### src/rtl/noise_channel_ctrl.sv
// Control sequencer for the noise voice: NR41-NR44 state, length counter, volume envelope, trigger.
// Optional `define NOISE_CTRL_STATUS_EN adds a registered status[7:0] debug output.
module noise_channel_ctrl #(
    parameter int LEN_BITS = 6,
    parameter int ENV_STEP = 7
) (
    input  logic       frequency_timer_clock,
    input  logic       reset,
    input  logic       reg_we,
    input  logic [1:0] reg_addr,
    input  logic [7:0] reg_wdata,
    input  logic       frame_tick,
    input  logic [2:0] frame_step,
    output logic [7:0] nr43_q,
    output logic       lfsr_reload,
    output logic       channel_on,
    output logic       dac_on,
    output logic [3:0] volume
`ifdef NOISE_CTRL_STATUS_EN
    ,
    output logic [7:0] status
`endif
);

    localparam logic [LEN_BITS:0] LEN_FULL = {1'b1, {LEN_BITS{1'b0}}};

    logic [7:0]        nr42_q;
    logic              length_en;
    logic [LEN_BITS:0] len_cnt;
    logic [2:0]        env_timer;
    logic              env_active;
    logic [3:0]        volume_reg;

    logic wr_nr41;
    logic wr_nr42;
    logic wr_nr43;
    logic wr_nr44;
    logic trigger;
    logic len_tick;
    logic env_tick;

    assign wr_nr41 = reg_we && (reg_addr == 2'd0);
    assign wr_nr42 = reg_we && (reg_addr == 2'd1);
    assign wr_nr43 = reg_we && (reg_addr == 2'd2);
    assign wr_nr44 = reg_we && (reg_addr == 2'd3);
    assign trigger = wr_nr44 && reg_wdata[7];

    assign len_tick = frame_tick && !frame_step[0] && length_en && (len_cnt != '0);
    assign env_tick = frame_tick && (frame_step == 3'(ENV_STEP)) &&
                      (nr42_q[2:0] != 3'd0) && env_active;

    assign dac_on = (nr42_q[7:3] != 5'd0);
    assign volume = channel_on ? volume_reg : 4'd0;

    // Same-cycle register writes win over frame ticks only for the state they touch.
    always_ff @(posedge frequency_timer_clock) begin
        if (reset) begin
            nr42_q      <= 8'd0;
            nr43_q      <= 8'd0;
            length_en   <= 1'b0;
            len_cnt     <= '0;
            env_timer   <= 3'd0;
            env_active  <= 1'b0;
            volume_reg  <= 4'd0;
            channel_on  <= 1'b0;
            lfsr_reload <= 1'b0;
        end else begin
            lfsr_reload <= trigger;

            if (wr_nr42) nr42_q <= reg_wdata;
            if (wr_nr43) nr43_q <= reg_wdata;
            if (wr_nr44) length_en <= reg_wdata[6];

            if (wr_nr41) begin
                len_cnt <= LEN_FULL - {1'b0, reg_wdata[LEN_BITS-1:0]};
            end else if (trigger) begin
                if (len_cnt == '0) len_cnt <= LEN_FULL;
            end else if (len_tick) begin
                len_cnt <= len_cnt - 1'b1;
            end

            if (trigger) begin
                volume_reg <= nr42_q[7:4];
                env_timer  <= nr42_q[2:0];
                env_active <= 1'b1;
            end else if (env_tick && !wr_nr42) begin
                // A timer left at 0 by a period-0 trigger behaves as if it just expired.
                if (env_timer <= 3'd1) begin
                    env_timer <= nr42_q[2:0];
                    if (nr42_q[3]) begin
                        if (volume_reg == 4'hF) env_active <= 1'b0;
                        else                    volume_reg <= volume_reg + 4'd1;
                    end else begin
                        if (volume_reg == 4'h0) env_active <= 1'b0;
                        else                    volume_reg <= volume_reg - 4'd1;
                    end
                end else begin
                    env_timer <= env_timer - 3'd1;
                end
            end

            if (wr_nr42 && (reg_wdata[7:3] == 5'd0)) begin
                channel_on <= 1'b0;
            end else if (trigger) begin
                channel_on <= dac_on;
            end else if (len_tick && !wr_nr41 && (len_cnt == {{LEN_BITS{1'b0}}, 1'b1})) begin
                channel_on <= 1'b0;
            end
        end
    end

`ifdef NOISE_CTRL_STATUS_EN
    always_ff @(posedge frequency_timer_clock) begin
        if (reset) status <= 8'd0;
        else       status <= {channel_on, env_active, length_en, len_cnt[4:0]};
    end
`endif

endmodule

### config.mk
export PLATFORM = sky130hd
export DESIGN_NAME = noise_channel_ctrl
export DESIGN_NICKNAME = d
export VERILOG_FILES = /design/src/rtl/noise_channel_ctrl.sv
export SDC_FILE = /design/constraint.sdc
export NUM_CORES = 1
export LEC_CHECK = 0
export ABC_AREA = 1
export CAP_MARGIN = 20
export CORE_MARGIN = 2
export CORE_UTILIZATION = 40
export CTS_BUF_LIST = sky130_fd_sc_hd__clkbuf_8 sky130_fd_sc_hd__clkbuf_16
export DETAILED_ROUTE_END_ITERATION = 10
export GPL_TIMING_DRIVEN = 0
export PLACE_DENSITY = 0.65
export SKIP_LAST_GASP = 1
export SYNTH_ARGS = -nofsm -noshare
export SYNTH_HDL_FRONTEND = slang
export SYNTH_SLANG_ARGS = --single-unit
### constraint.sdc
create_clock -name frequency_timer_clock -period 1.6 [get_ports frequency_timer_clock]
set_clock_uncertainty 0.2 [all_clocks]
set_input_delay 0.16 -clock frequency_timer_clock [delete_from_list [all_inputs] [get_ports frequency_timer_clock]]
set_output_delay 0.16 -clock frequency_timer_clock [all_outputs]
set_load 0.03 [all_outputs]
# Yosys cells after proc, flatten, opt, wreduce, memory -nomap -nowiden
# Index checks and enable logic that the tools add are counted.
[classes] eq_ne=10 muxes=22 reduce_logical=34 addsub=5 n_lt_le_gt_ge=1
[ops] cell="two-way mux 4 bit" n=7
[ops] cell="two-way mux 7 bit" n=4
[ops] cell="logical AND 1 bit" n=15
[ops] cell="two-way mux 3 bit" n=3
[ops] cell="nonzero test 3 bit" n=3
[ops] cell="two-way mux 1 bit" n=8
[ops] cell="AND reduction 4 bit" n=2
[ops] cell="== test 7 x 1 -> 1 bit (second input constant)" n=1
[ops] cell="logical NOT 7 bit" n=1
[ops] cell="nonzero test 7 bit" n=1
[ops] cell="subtractor 7 x 1 -> 7 bit (second input constant)" n=1
[ops] cell="subtractor 7 x 6 -> 7 bit (first input constant)" n=1
[ops] cell="inequality test 3 bit (second input constant)" n=2
[ops] cell="nonzero test 2 bit" n=3
[ops] cell="logical NOT 5 bit" n=1
[ops] cell="nonzero test 5 bit" n=1
[ops] cell="adder 4 x 1 -> 4 bit (second input constant)" n=1
[ops] cell="== test 2 bit (second input constant)" n=2
[ops] cell="== test 4 bit (second input constant)" n=1
[ops] cell="logical NOT 4 bit" n=1
[ops] cell="subtractor 4 x 1 -> 4 bit (second input constant)" n=1
[ops] cell="== test 3 bit (second input constant)" n=1
[ops] cell="<= comparator 3 x 1 -> 1 bit (second input constant)" n=1
[ops] cell="logical NOT 1 bit" n=3
[ops] cell="other kinds (7)" n=7
[word_totals] out_inout_bits=15 register_bits=34 wordCells=81

# Longest topological paths before layout
[logic_depth] depth_word=8 depth_mapped=10

# Worst setup path before layout
# Ideal clock, no wire load.
[synth_timing] path_kind="flip-flop to flip-flop" startpoint="register nr42_q[3]" endpoint="register volume_reg[2]" t_arrival_ns=1.326 setup_ns=0.113 t_required_ns=1.287 path_stages_with_launch=9 slack_ns=-0.039 cell_sequence="dfxtp_1 inv_1 fa_1 xnor2_1 nand2_1 o21ai_0 nand2_1 nand2_1 nor2_1"
[synth_via] elab_chain_cells=4 elab_cells_between_ends=7 cone_classes="2 x eq/ne; 4 x mux; 1 x reduce/logical"
[synth_rtl] item="start, declared" line_no="27" source="logic [7:0] nr42_q;"
[synth_rtl] item="start signal, assigned" line_no="70" source="if (wr_nr42) nr42_q <= reg_wdata;"
[synth_rtl] item="two-way mux 4 bit" line_no="90" source="if (nr42_q[3]) begin"
[synth_rtl] item="two-way mux 4 bit" line_no="88" source="if (env_timer <= 3'd1) begin"
[synth_rtl] item="two-way mux 4 bit" line_no="86" source="end else if (env_tick && !wr_nr42) begin"
[synth_rtl] item="two-way mux 4 bit" line_no="82" source="if (trigger) begin"
[synth_rtl] item="end signal, assigned" line_no="83" source="volume_reg <= nr42_q[7:4];"
[synth_rtl] item="end signal, assigned" line_no="92" source="else volume_reg <= volume_reg + 4'd1;"
[synth_rtl] item="end signal, assigned" line_no="95" source="else volume_reg <= volume_reg - 4'd1;"
[synth_rtl] item="end, declared" line_no="32" source="logic [3:0] volume_reg;"
# Parallel ways exist; a longest one is shown, timed or not. The select of a mux whose other input is x is not followed.
# A chain may end at the register's enable or synchronous reset.

# Final worst setup path
[layout_timing] startpoint="register env_timer[1]" endpoint="register env_timer[0]"
[layout_via] elab_chain_cells=4
[layout_rtl] item="start, declared" line_no="30" source="logic [2:0] env_timer;"
[layout_rtl] item="start signal, assigned" line_no="84" source="env_timer <= nr42_q[2:0];"
[layout_rtl] item="start signal, assigned" line_no="89" source="env_timer <= nr42_q[2:0];"
[layout_rtl] item="start signal, assigned" line_no="98" source="env_timer <= env_timer - 3'd1;"
[layout_rtl] item="<= comparator 3 x 1 -> 1 bit" line_no="88"
[layout_rtl] item="two-way mux 3 bit" line_no="88"
[layout_rtl] item="two-way mux 3 bit" line_no="86"
[layout_rtl] item="two-way mux 3 bit" line_no="82"
# No other way between the ends. The select of a mux whose other input is x is not followed.

==> flow_metrics.env <==
export IMPL_status="finished with violations"
export IMPL_violations="negative hold slack"
export IMPL_synthArstFlopShare=0
export IMPL_path_cells="inv_2 -> ha_4 -> o21bai_1 -> nand2_1 -> nand2_4 -> buf_6 -> o211ai_1 -> a21oi_1"
export IMPL_clkPwrFrac=0.360
export IMPL_path_clk_slew_ps=80
export IMPL_post_dp_cell_area_mm2=0.00235
export IMPL_end_kind="register"
export IMPL_p_sw_uw=671
export IMPL_drtIter0Drc=111
export IMPL_grt_util_met1=0.250
export IMPL_yosys_warnings=0
export IMPL_clk_latency_ps=290
export IMPL_core_mm2=0.00472
export IMPL_seqCellArea_um2=701
export IMPL_netlist_area_mm2=0.00195
export IMPL_synth_seq_area_share=0.348
export IMPL_rsz0062_at_grt="true"
export IMPL_ios=32
export IMPL_worst_hold_slack_ps=-11.4
export IMPL_final_util=0.567
export IMPL_final_area_mm2=0.00268
export IMPL_worstPathRequired_ps=1570
export IMPL_peakVddDrop_mv=0.420
export IMPL_crit_path_start="env_timer[1]$_SDFFE_PP0N_"
export IMPL_slew_violations=0
export IMPL_finalCritPeriodShare=1.00
export IMPL_multi_input_area_mm2=0.00121
export IMPL_chipWidth_um=73.9
export IMPL_grt_max_degree=13
export IMPL_final_min_clock_period_ps=1600
export IMPL_synth_cells=290
export IMPL_cp_max_fo=6
export IMPL_grt_usage=0.190
export IMPL_maxCapViolCount=0
export IMPL_min_delay_start="reg_wdata[1]"
export IMPL_use_met3=0.0370
export IMPL_die_area_mm2=0.00546
export IMPL_max_clock_freq_ghz=0.625
export IMPL_routed_wl_um=5080
export IMPL_ant_nets=0
export IMPL_area_growth_pct=37.1
export IMPL_layout_nets=367
export IMPL_overflow=0
export IMPL_grt_pass1_wl_um=8110
export IMPL_rr_startpoint="env_timer[1]$_SDFFE_PP0N_"
export IMPL_seqPwrFrac=0.416
export IMPL_critical_path_arrival_ps=1570
export IMPL_hold_buffers=0
export IMPL_grt_pass1_vias=1806
export IMPL_die_height_um=73.9
export IMPL_dpl_hpwl_um=3510
export IMPL_syn_avg_cell_area_um2=6.74
export IMPL_worst_pin_slew_ps=425
export IMPL_ys_ff_latch=34
export IMPL_crit_family="compound AO/OA/AOI/OAI gates"
export IMPL_cts_buffer_depth=2
export IMPL_firstDrtPassIters=4
export IMPL_power_density_mw_per_mm2=830
export IMPL_hold_viol=1
export IMPL_antenna_found_initial=0
export IMPL_rows=25
export IMPL_fillers=458
export IMPL_ctsHtreeMaxLevel=2
export IMPL_cts_sinks=34
export IMPL_drc=0
export IMPL_via_per_inst=4.88
export IMPL_critPathKind="register to register"
export IMPL_initial_core_util=0.414
export IMPL_gp_congestion=0.865
export IMPL_ys_flop_type="dfxtp_1"
export IMPL_layout_drive_gt1_share=0.222
export IMPL_portBuffers=31
export IMPL_worstSetupStartpointType="register"
export IMPL_syn_num_nets=316
export IMPL_critPathSlowestCell="dfxtp_2"
export IMPL_switching_share=0.302
export IMPL_grt_use_met2=0.316
export IMPL_cts_buffers=5
export IMPL_combPwrFrac=0.224
export IMPL_num_antenna_cells=0
export IMPL_finalSetupViolations=0
export IMPL_p_int_mw=1.55
export IMPL_cts_tree="built"
export IMPL_top_regs="nr42_q: 8 flops, nr43_q: 8 flops, len_cnt: 7 flops"
export IMPL_clockRootBuffer="clkbuf_8"
export IMPL_p_leak_nw=1.25
export IMPL_relSlewSlack=0.716
export IMPL_max_stage_delay_ps=340
export IMPL_synth_distinct_cells=33
export IMPL_post_drt_wl_per_cell_um=12.4
export IMPL_cp_num_buf_inv=2
export IMPL_vias=1996
export IMPL_min_path_type="input port to register"
export IMPL_r2r_slack_ps=0.04
export IMPL_synth_edf_count=0
export IMPL_busiest_layer="met2"
[area by class of cell]
| class | instances | area share |
|---|---|---|
| Multi-Input combinational cell | 209 | 0.452 |
| Sequential cell | 34 | 0.261 |
| Timing Repair Buffer | 43 | 0.140 |
| Inverter | 43 | 0.0635 |
| Tap cell | 67 | 0.0313 |
| Clock buffer | 5 | 0.0257 |
| Clock inverter | 3 | 0.0168 |
| Buffer | 5 | 0.00887 |
[what timing repair did]
item	4_1_cts	5_1_grt
resized for setup	39	47
pin swaps	5	18
cloned	0	1
buffers inserted	5	7
endpoints found under the setup margin	39	30
[worst min-delay path, cell delays in order]
cell and delay (ps):
dlymetal6s2s_1 130, inv_2 80, a21oi_1 60
[routing by layer]
| layer | part of all wire | vias to the layer above |
|---|---|---|
| met5 | 0 | - |
| met4 | 0.016 | 0 |
| met3 | 0.040 | 7 |
| met2 | 0.47 | 39 |
| met1 | 0.47 | 894 |
| li1 | - | 1056 |
[worst paths after layout]
path                                                  end  depth (start not counted)
worst max-delay path            env_timer[0]$_SDFFE_PP0N_                          8
worst min-delay path               nr43_q[1]$_SDFFE_PP0P_                          3
worst max register to register  env_timer[0]$_SDFFE_PP0N_                          8
worst min register to register     nr42_q[4]$_SDFFE_PP0P_                          2
[logic make-up (layout without fill, tap and decap cells)]
family | after synthesis | in the layout | synth area share
adder cells (fa/ha/maj) | 9 | 9 | 0.0615
XOR/XNOR | 5 | 5 | 0.0224
AND/OR/NAND/NOR | 124 | 125 | 0.286
flip-flops | 34 | 34 | 0.348
AO/OA/AOI/OAI | 70 | 70 | 0.188
buffers and inverters | 48 | 99 | 0.0947
[power groups by stage]
stage	combinational [mW]	clock (mW)	sequential [mW]
2_1_floorplan	0.258	0	0.959
3_3_place_gp	0.421	0	0.942
3_5_place_dp	0.426	0	0.942
4_1_cts	0.430	0.821	0.922
5_1_grt	0.555	0.854	0.930
6_report	0.499	0.801	0.924
[cells in the mapped netlist, types with 2 or more instances]
master,number,area share
a21oi_1,24,0.061
buf_2,2,0.0051
clkbuf_1,2,0.0038
dfxtp_1,34,0.35
ha_1,8,0.051
inv_1,40,0.077
nand2_1,53,0.10
nand2_2,4,0.013
nand3_1,22,0.056
nand4_1,3,0.0096
nor2_1,31,0.060
nor3_1,4,0.010
o21ai_0,36,0.092
o21ai_1,3,0.0077
o21bai_1,3,0.012
xnor2_1,2,0.0090
xor2_1,3,0.013
[placed cells by master (no fill, tap or decap), types with 5 or more instances in the layout]
master,netlist,final
a21oi_1,24,22
buf_4,0,10
clkbuf_2,0,6
clkbuf_8,0,5
clkdlybuf4s50_1,0,9
dfxtp_1,34,24
dfxtp_2,0,7
dlygate4sd2_1,0,13
inv_1,40,33
inv_2,1,7
nand2_1,53,51
nand3_1,22,20
nor2_1,31,30
o21ai_0,36,33
[per-stage QoR]
stage,std cells,setup WS (ps),power [mW],setup TNS [ps],hold slack [ps]
final,409,0.0431,2.22,0,-11.4
after global routing,409,-77.5,2.34,-404,21.2
after CTS,401,-86.0,2.17,-128,201
after detailed placement,388,-529,1.37,-11530,251
after global placement,388,-479,1.36,-11150,247
after floorplan,290,44.3,1.22,0,29.1
Note: power is estimated with default switching activity, not from simulation.
